`src/rtl/sys_rst_pkg.sv`:
```
`default_nettype none
// ============================================================================
// sys_rst_pkg : state encoding and counter sizing for the reset sequencer
// Revision    : 1.0
// ============================================================================
package sys_rst_pkg;

  typedef enum logic [2:0] {
    WAIT_LOCK = 3'd0,
    DEBOUNCE  = 3'd1,
    RELEASE   = 3'd2,
    RUN       = 3'd3,
    SW_HOLD   = 3'd4
  } state_t;

  // One spare bit above the largest terminal count keeps every compare overflow-free.
  function automatic int cnt_width(input int a, input int b, input int c, input int d);
    int m;
    m = a;
    if (b > m) m = b;
    if (c > m) m = c;
    if (d > m) m = d;
    return $clog2(m) + 1;
  endfunction

endpackage
`default_nettype wire

```
`src/rtl/sys_rst_if.sv`:
```
`default_nettype none
// ============================================================================
// sys_rst_if : PLL/software-reset inputs and sequenced reset outputs
// Revision   : 1.0
// ============================================================================
interface sys_rst_if #(
  parameter int N_CH = 4
);
  logic            pll_locked_i;
  logic            sw_rst_i;
  logic [N_CH-1:0] rst_n_o;
  logic            ready_o;
  logic            clk_en_o;
  logic [2:0]      state_o;

  modport master (
    input  pll_locked_i, sw_rst_i,
    output rst_n_o, ready_o, clk_en_o, state_o
  );

  modport slave (
    output pll_locked_i, sw_rst_i,
    input  rst_n_o, ready_o, clk_en_o, state_o
  );
endinterface
`default_nettype wire

```
`src/rtl/sys_rst_seq_sync_bit.sv`:
```
`default_nettype none
// ============================================================================
// sync_bit : multi-flop synchroniser for a single asynchronous status bit
// Revision : 1.0
// ============================================================================
module sync_bit #(
  parameter int STAGES = 2
) (
  input  logic clk,
  input  logic rst_n,
  input  logic d,
  output logic q
);
  logic [STAGES-1:0] ff;

  always_ff @(posedge clk or negedge rst_n) begin
    if (!rst_n) begin
      ff <= '0;
    end else begin
      ff <= {ff[STAGES-2:0], d};
    end
  end

  assign q = ff[STAGES-1];
endmodule
`default_nettype wire

```
`src/rtl/sys_rst_seq.sv`:
```
`default_nettype none
// ============================================================================
// sys_rst_seq : debounced PLL-lock reset sequencer with staggered channel
//               release, software reset hold and divided clock enable
// Revision    : 1.0
// ============================================================================
module sys_rst_seq
  import sys_rst_pkg::*;
#(
  parameter int N_CH          = 4,
  parameter int SYNC_STAGES   = 2,
  parameter int LOCK_CYCLES   = 4,
  parameter int STAGGER       = 8,
  parameter int SW_RST_CYCLES = 16,
  parameter int DIV           = 4
) (
  input  logic      clk_i,
  input  logic      rst_n_i,
  sys_rst_if.master bus
);
  localparam int              CNT_W     = cnt_width(LOCK_CYCLES, STAGGER, SW_RST_CYCLES, DIV);
  localparam logic [CNT_W-1:0] LOCK_LAST = CNT_W'(LOCK_CYCLES - 1);
  localparam logic [CNT_W-1:0] STAG_LAST = CNT_W'(STAGGER - 1);
  localparam logic [CNT_W-1:0] HOLD_LAST = CNT_W'(SW_RST_CYCLES - 1);
  localparam logic [CNT_W-1:0] DIV_LAST  = CNT_W'(DIV - 1);
  localparam logic [CNT_W-1:0] CNT_ONE   = CNT_W'(1);
  localparam logic [N_CH-1:0]  CH0_ONLY  = N_CH'(1);

  logic             lock_s;
  state_t           state, state_nxt;
  logic [CNT_W-1:0] cnt, cnt_nxt;
  logic [N_CH-1:0]  rst_n, rst_n_nxt;
  logic             ready, ready_nxt;
  logic             start_rel;
  logic             enter_hold;
  logic [CNT_W-1:0] div_cnt;
  logic             clk_en;

  sync_bit #(
    .STAGES (SYNC_STAGES)
  ) u_lock_sync (
    .clk   (clk_i),
    .rst_n (rst_n_i),
    .d     (bus.pll_locked_i),
    .q     (lock_s)
  );

  always_ff @(posedge clk_i or negedge rst_n_i) begin
    if (!rst_n_i) begin
      state <= WAIT_LOCK;
      cnt   <= '0;
      rst_n <= '0;
      ready <= 1'b0;
    end else begin
      state <= state_nxt;
      cnt   <= cnt_nxt;
      rst_n <= rst_n_nxt;
      ready <= ready_nxt;
    end
  end

  always_comb begin
    state_nxt  = state;
    cnt_nxt    = cnt;
    rst_n_nxt  = rst_n;
    ready_nxt  = ready;
    start_rel  = 1'b0;
    enter_hold = 1'b0;

    if (!lock_s) begin
      state_nxt = WAIT_LOCK;
      cnt_nxt   = '0;
      rst_n_nxt = '0;
      ready_nxt = 1'b0;
    end else begin
      case (state)
        WAIT_LOCK: begin
          state_nxt = DEBOUNCE;
          cnt_nxt   = '0;
        end
        DEBOUNCE: begin
          if (cnt == LOCK_LAST) start_rel = 1'b1;
          else                  cnt_nxt   = cnt + CNT_ONE;
        end
        RELEASE: begin
          if (bus.sw_rst_i) begin
            enter_hold = 1'b1;
          end else if (cnt == STAG_LAST) begin
            // Channels form a thermometer code: shifting in a 1 releases the next index.
            rst_n_nxt = (rst_n << 1) | CH0_ONLY;
            cnt_nxt   = '0;
            if (&rst_n_nxt) begin
              state_nxt = RUN;
              ready_nxt = 1'b1;
            end
          end else begin
            cnt_nxt = cnt + CNT_ONE;
          end
        end
        RUN: begin
          if (bus.sw_rst_i) enter_hold = 1'b1;
        end
        SW_HOLD: begin
          if (cnt >= HOLD_LAST) begin
            if (!bus.sw_rst_i) start_rel = 1'b1;
          end else begin
            cnt_nxt = cnt + CNT_ONE;
          end
        end
        default: begin
          state_nxt = WAIT_LOCK;
          cnt_nxt   = '0;
          rst_n_nxt = '0;
          ready_nxt = 1'b0;
        end
      endcase

      if (enter_hold) begin
        state_nxt = SW_HOLD;
        cnt_nxt   = '0;
        rst_n_nxt = '0;
        ready_nxt = 1'b0;
      end

      if (start_rel) begin
        rst_n_nxt = CH0_ONLY;
        cnt_nxt   = '0;
        state_nxt = (N_CH == 1) ? RUN : RELEASE;
        ready_nxt = (N_CH == 1);
      end
    end
  end

  // Looking at rst_n_nxt as well as rst_n drops the enable on the very edge a reset re-asserts.
  always_ff @(posedge clk_i or negedge rst_n_i) begin
    if (!rst_n_i) begin
      div_cnt <= '0;
      clk_en  <= 1'b0;
    end else if (!rst_n[0] || !rst_n_nxt[0]) begin
      div_cnt <= '0;
      clk_en  <= 1'b0;
    end else if (div_cnt == DIV_LAST) begin
      div_cnt <= '0;
      clk_en  <= 1'b1;
    end else begin
      div_cnt <= div_cnt + CNT_ONE;
      clk_en  <= 1'b0;
    end
  end

  assign bus.rst_n_o  = rst_n;
  assign bus.ready_o  = ready;
  assign bus.clk_en_o = clk_en;
  assign bus.state_o  = state;
endmodule
`default_nettype wire

```
`src/flat_wrapper.sv`:
```
// flat-port wrapper written by rule: the top's interface ports become plain ports
module sys_rst_seq_flat import sys_rst_pkg::*;
#(
  parameter int N_CH          = 4,
  parameter int SYNC_STAGES   = 2,
  parameter int LOCK_CYCLES   = 4,
  parameter int STAGGER       = 8,
  parameter int SW_RST_CYCLES = 16,
  parameter int DIV           = 4
)
  (clk_i, rst_n_i, bus_pll_locked_i, bus_sw_rst_i, bus_rst_n_o, bus_ready_o, bus_clk_en_o, bus_state_o);
  sys_rst_if #(.N_CH(N_CH)) bus_i ();
  input  logic clk_i;
  input  logic rst_n_i;
  input wire logic [$bits(bus_i.pll_locked_i)-1:0] bus_pll_locked_i;
  input wire logic [$bits(bus_i.sw_rst_i)-1:0] bus_sw_rst_i;
  output wire logic [$bits(bus_i.rst_n_o)-1:0] bus_rst_n_o;
  output wire logic [$bits(bus_i.ready_o)-1:0] bus_ready_o;
  output wire logic [$bits(bus_i.clk_en_o)-1:0] bus_clk_en_o;
  output wire logic [$bits(bus_i.state_o)-1:0] bus_state_o;
  assign bus_i.pll_locked_i = bus_pll_locked_i;
  assign bus_i.sw_rst_i = bus_sw_rst_i;
  assign bus_rst_n_o = bus_i.rst_n_o;
  assign bus_ready_o = bus_i.ready_o;
  assign bus_clk_en_o = bus_i.clk_en_o;
  assign bus_state_o = bus_i.state_o;
  sys_rst_seq #(.N_CH(N_CH), .SYNC_STAGES(SYNC_STAGES), .LOCK_CYCLES(LOCK_CYCLES), .STAGGER(STAGGER), .SW_RST_CYCLES(SW_RST_CYCLES), .DIV(DIV)) u_core (.clk_i(clk_i), .rst_n_i(rst_n_i), .bus(bus_i));
endmodule
```
`config.mk`:
```
export PLATFORM = sky130hd
export DESIGN_NAME = sys_rst_seq_flat
export DESIGN_NICKNAME = d
export VERILOG_FILES = /design/src/rtl/sys_rst_pkg.sv /design/src/rtl/sys_rst_if.sv /design/src/rtl/sys_rst_seq_sync_bit.sv /design/src/rtl/sys_rst_seq.sv /design/src/flat_wrapper.sv
export SDC_FILE = /design/constraint.sdc
export NUM_CORES = 1
export LEC_CHECK = 0
export BUFFER_PORTS_ARGS = -buffer_cell sky130_fd_sc_hd__buf_2
export CAP_MARGIN = 20
export CORE_MARGIN = 4
export CORE_UTILIZATION = 40
export DETAILED_ROUTE_END_ITERATION = 8
export GPL_TIMING_DRIVEN = 0
export PLACE_DENSITY = 0.68
export SLEW_MARGIN = 40
export SYNTH_ARGS = -nofsm -noshare
export SYNTH_HDL_FRONTEND = slang
export SYNTH_SLANG_ARGS = --single-unit
```
`constraint.sdc`:
```
create_clock -name clk_i -period 3.4 [get_ports clk_i]
set_clock_uncertainty 0.15 [all_clocks]
set_input_delay 0.85 -clock clk_i [delete_from_list [all_inputs] [get_ports clk_i]]
set_output_delay 0.85 -clock clk_i [all_outputs]
set_load 0.02 [all_outputs]
```
==> impl_metrics.json <==
{
  "dp.cells": 165,
  "post_dp_cell_area_sq_mm": 0.00132,
  "routabilityCongestion": 0.869,
  "multi_input_area_sq_um": 659,
  "period_share": 0.696,
  "clockBufferDepth": 2,
  "vdd_ir_drop_max_v": 0.000180,
  "die_h_um": 63.3,
  "critPathBufInv": 0,
  "synthSimpleGateAreaFrac": 0.243,
  "ys_ff_latch": 21,
  "max_freq_ghz": 0.422,
  "wl_mm": 2.56,
  "p_leak_nw": 0.579,
  "synth-adder-area-share": 0.0307,
  "netlist_instances": 122,
  "setup_tns_ns": 0,
  "async_flop_share": 1.00,
  "worstHoldPathCells": 0,
  "dieArea_sq_mm": 0.00400,
  "start_util": 0.432,
  "crit_family": "compound AO/OA/AOI/OAI gates",
  "n_fill_cell": 270,
  "drt-pass1-iter-count": 4,
  "report.final.setup_viol": 0,
  "cts_tree": "yes",
  "dpl.hpwl_mm": 1.86,
  "r2r.worst_path.cells": 6,
  "cts-htree-levels": 1,
  "synth.avg_cell_area_sq_um": 10.0,
  "fin_cells": 169,
  "clkSinkCount": 21,
  "setup_ws_ns": 1.03,
  "final_layout_size_suffix_gt1_frac": 0.181,
  "cts_resized": 0,
  "p_per_area_mw_per_mm2": 305,
  "cts_hold_buf": 0,
  "hold_slack_ns": 0.214,
  "wl_per_cell_um": 15.1,
  "routed_via_density": 5.93,
  "ios": 13,
  "drcViolationCount": 0,
  "hold_viol": 0,
  "area_growth_pct": 10.2,
  "netlist_area_sq_mm": 0.00122,
  "cp_slowest_cell": "o311ai_1",
  "period_minus_slack_ns": 2.37,
  "path_class": "flip-flop to flip-flop",
  "grt_first_pass_wirelength_mm": 4.41,
  "pre_cts_ws_ns": 1.06,
  "endpoint_kind": "flip-flop",
  "nets": 146,
  "ant_nets": 0,
  "insertion_delay_ns": 0.30,
  "grt_pass1_vias": 976,
  "port_buffers": 12,
  "synth_top_family_by_area": "compound AO/OA/AOI/OAI gates",
  "syn_nets": 129,
  "hold_path.class": "flip-flop to flip-flop",
  "chipWidth_um": 63.3,
  "synth_compound_area_frac": 0.245,
  "vias": 1002,
  "grtUsageTotal": 0.138,
  "fin_area_sq_mm": 0.00135,
  "ys.flop_type": "dfrtp_1",
  "yosysUniqueCellTypes": 44,
  "yosysSeqAreaShare": 0.430,
  "cts.reportedPaths.clkPinSlew_ns": 0.12,
  "cts_setup_buffers": 0,
  "synth_mux_area_frac": 0,
  "cp-start-kind": "flip-flop",
  "grt_overflow": 0,
  "maxCapViolCount": 0,
  "yosysWarningCount": 0,
  "cp.arrival_ns": 2.44,
  "synth-xor-area-share": 0.0215,
  "rows": 19,
  "drtIter0Drc": 46,
  "numCtsBuffers": 3,
  "path_max_fanout": 5,
  "slew_headroom": 0.593,
  "worstMarginPinSlew_ns": 0.601,
  "path_depth": 6,
  "cp.required_ns": 3.47,
  "status": "finished clean",
  "rsz0062_at_grt": "false",
  "root_buffer": "clkbuf_4",
  "n_antenna_cell": 0,
  "power_mw": 0.411,
  "timing.critical_path.mode_cell": "ha_1",
  "slew_violations": 0,
  "post-route-util": 0.476,
  "core_sq_mm": 0.00283,
  "regArea_sq_um": 526,
  "crit_chain": "ha_1 > and3_1 > ha_1 > o311ai_1 > nand2_1 > o32ai_2",
  "cpPeakStageDelay_ns": 0.57,
  "grt_max_degree": 22,
  "antenna_found_initial": 0,
  "synth_edf_count": 0
}
[final timing paths]
| check | from | endpoint | slack, ns |
|---|---|---|---|
| worst min register to register | u_core.u_lock_sync.ff[0] | u_core.u_lock_sync.ff[1] | 0.21 |
| worst min-delay path | u_core.u_lock_sync.ff[0] | u_core.u_lock_sync.ff[1] | 0.21 |
| min in group asynchronous | rst_n_i | u_core.bus.ready_o | 0.32 |
| max in group asynchronous | rst_n_i | u_core.div_cnt[3] | 2.45 |
| worst max-delay path | u_core.cnt[0] | u_core.cnt[2] | 1.03 |
| worst max register to register | u_core.cnt[0] | u_core.cnt[2] | 1.03 |
[layout make-up]
type                       instances  area share
multi-input combinational         92       0.489
sequential                        21       0.390
timing repair buffer              12      0.0446
tap                               31      0.0288
inverter                           6      0.0167
clock buffer                       4      0.0195
buffer                             3      0.0111
[where the power goes]
group / switching [mW] / leakage (nW) / internal, mW
Combinational: 0.0228 / 0.278 / 0.0109
Sequential: 0.00297 / 0.285 / 0.253
Clock: 0.0752 / 0.0150 / 0.0458
[synthesized netlist by cell type, types with 3 or more instances]
cell type | count | area share
a21oi_1 | 11 | 0.045
dfrtp_1 | 21 | 0.43
ha_1 | 3 | 0.031
inv_1 | 6 | 0.018
nand2_1 | 7 | 0.021
nand3_1 | 8 | 0.033
nor2_1 | 6 | 0.018
nor2b_1 | 5 | 0.026
nor3_1 | 3 | 0.012
o21ai_0 | 9 | 0.037
[per-layer routing]
layer  wire (um)  share of wire  GRT usage
met1        1200           0.47      0.184
met2        1220           0.48      0.221
met3          92          0.036     0.0213
met4          36          0.014     0.0566
met5           0              0          0
[registers in the layout (all words and copies together) (netlist names)]
name / flops
u_core.bus.clk_en_o: 1
u_core.bus.ready_o: 1
u_core.bus.rst_n_o: 4
u_core.bus.state_o: 3
u_core.cnt: 5
u_core.div_cnt: 5
u_core.u_lock_sync.ff: 2
[placed cells by master (no fill, tap or decap), drive strengths merged, types with 5 or more instances in the layout]
| cell type | Yosys | routed |
|---|---|---|
| a21oi | 11 | 11 |
| buf | 1 | 13 |
| clkbuf | 2 | 6 |
| dfrtp | 21 | 21 |
| inv | 6 | 6 |
| nand2 | 8 | 8 |
| nand3 | 8 | 8 |
| nor2 | 6 | 6 |
| nor2b | 5 | 5 |
| o21ai | 11 | 11 |
[worst register-to-register path, stage by stage, from the launching register on]
cell	delay (ns)
dfrtp_1	0.44
ha_1	0.27
and3_1	0.20
ha_1	0.24
o311ai_1	0.57
nand2_1	0.15
o32ai_2	0.27
[kinds of logic (layout without fill, tap and decap cells)]
kind of cell             after synthesis  after routing
flip-flops                            21             21
buffers and inverters                  9             25
adder cells (fa/ha/maj)                3              3
AND/OR/NAND/NOR                       47             47
XOR/XNOR                               3              3
AO/OA/AOI/OAI                         39             39
(Power assumes the default switching activity.)
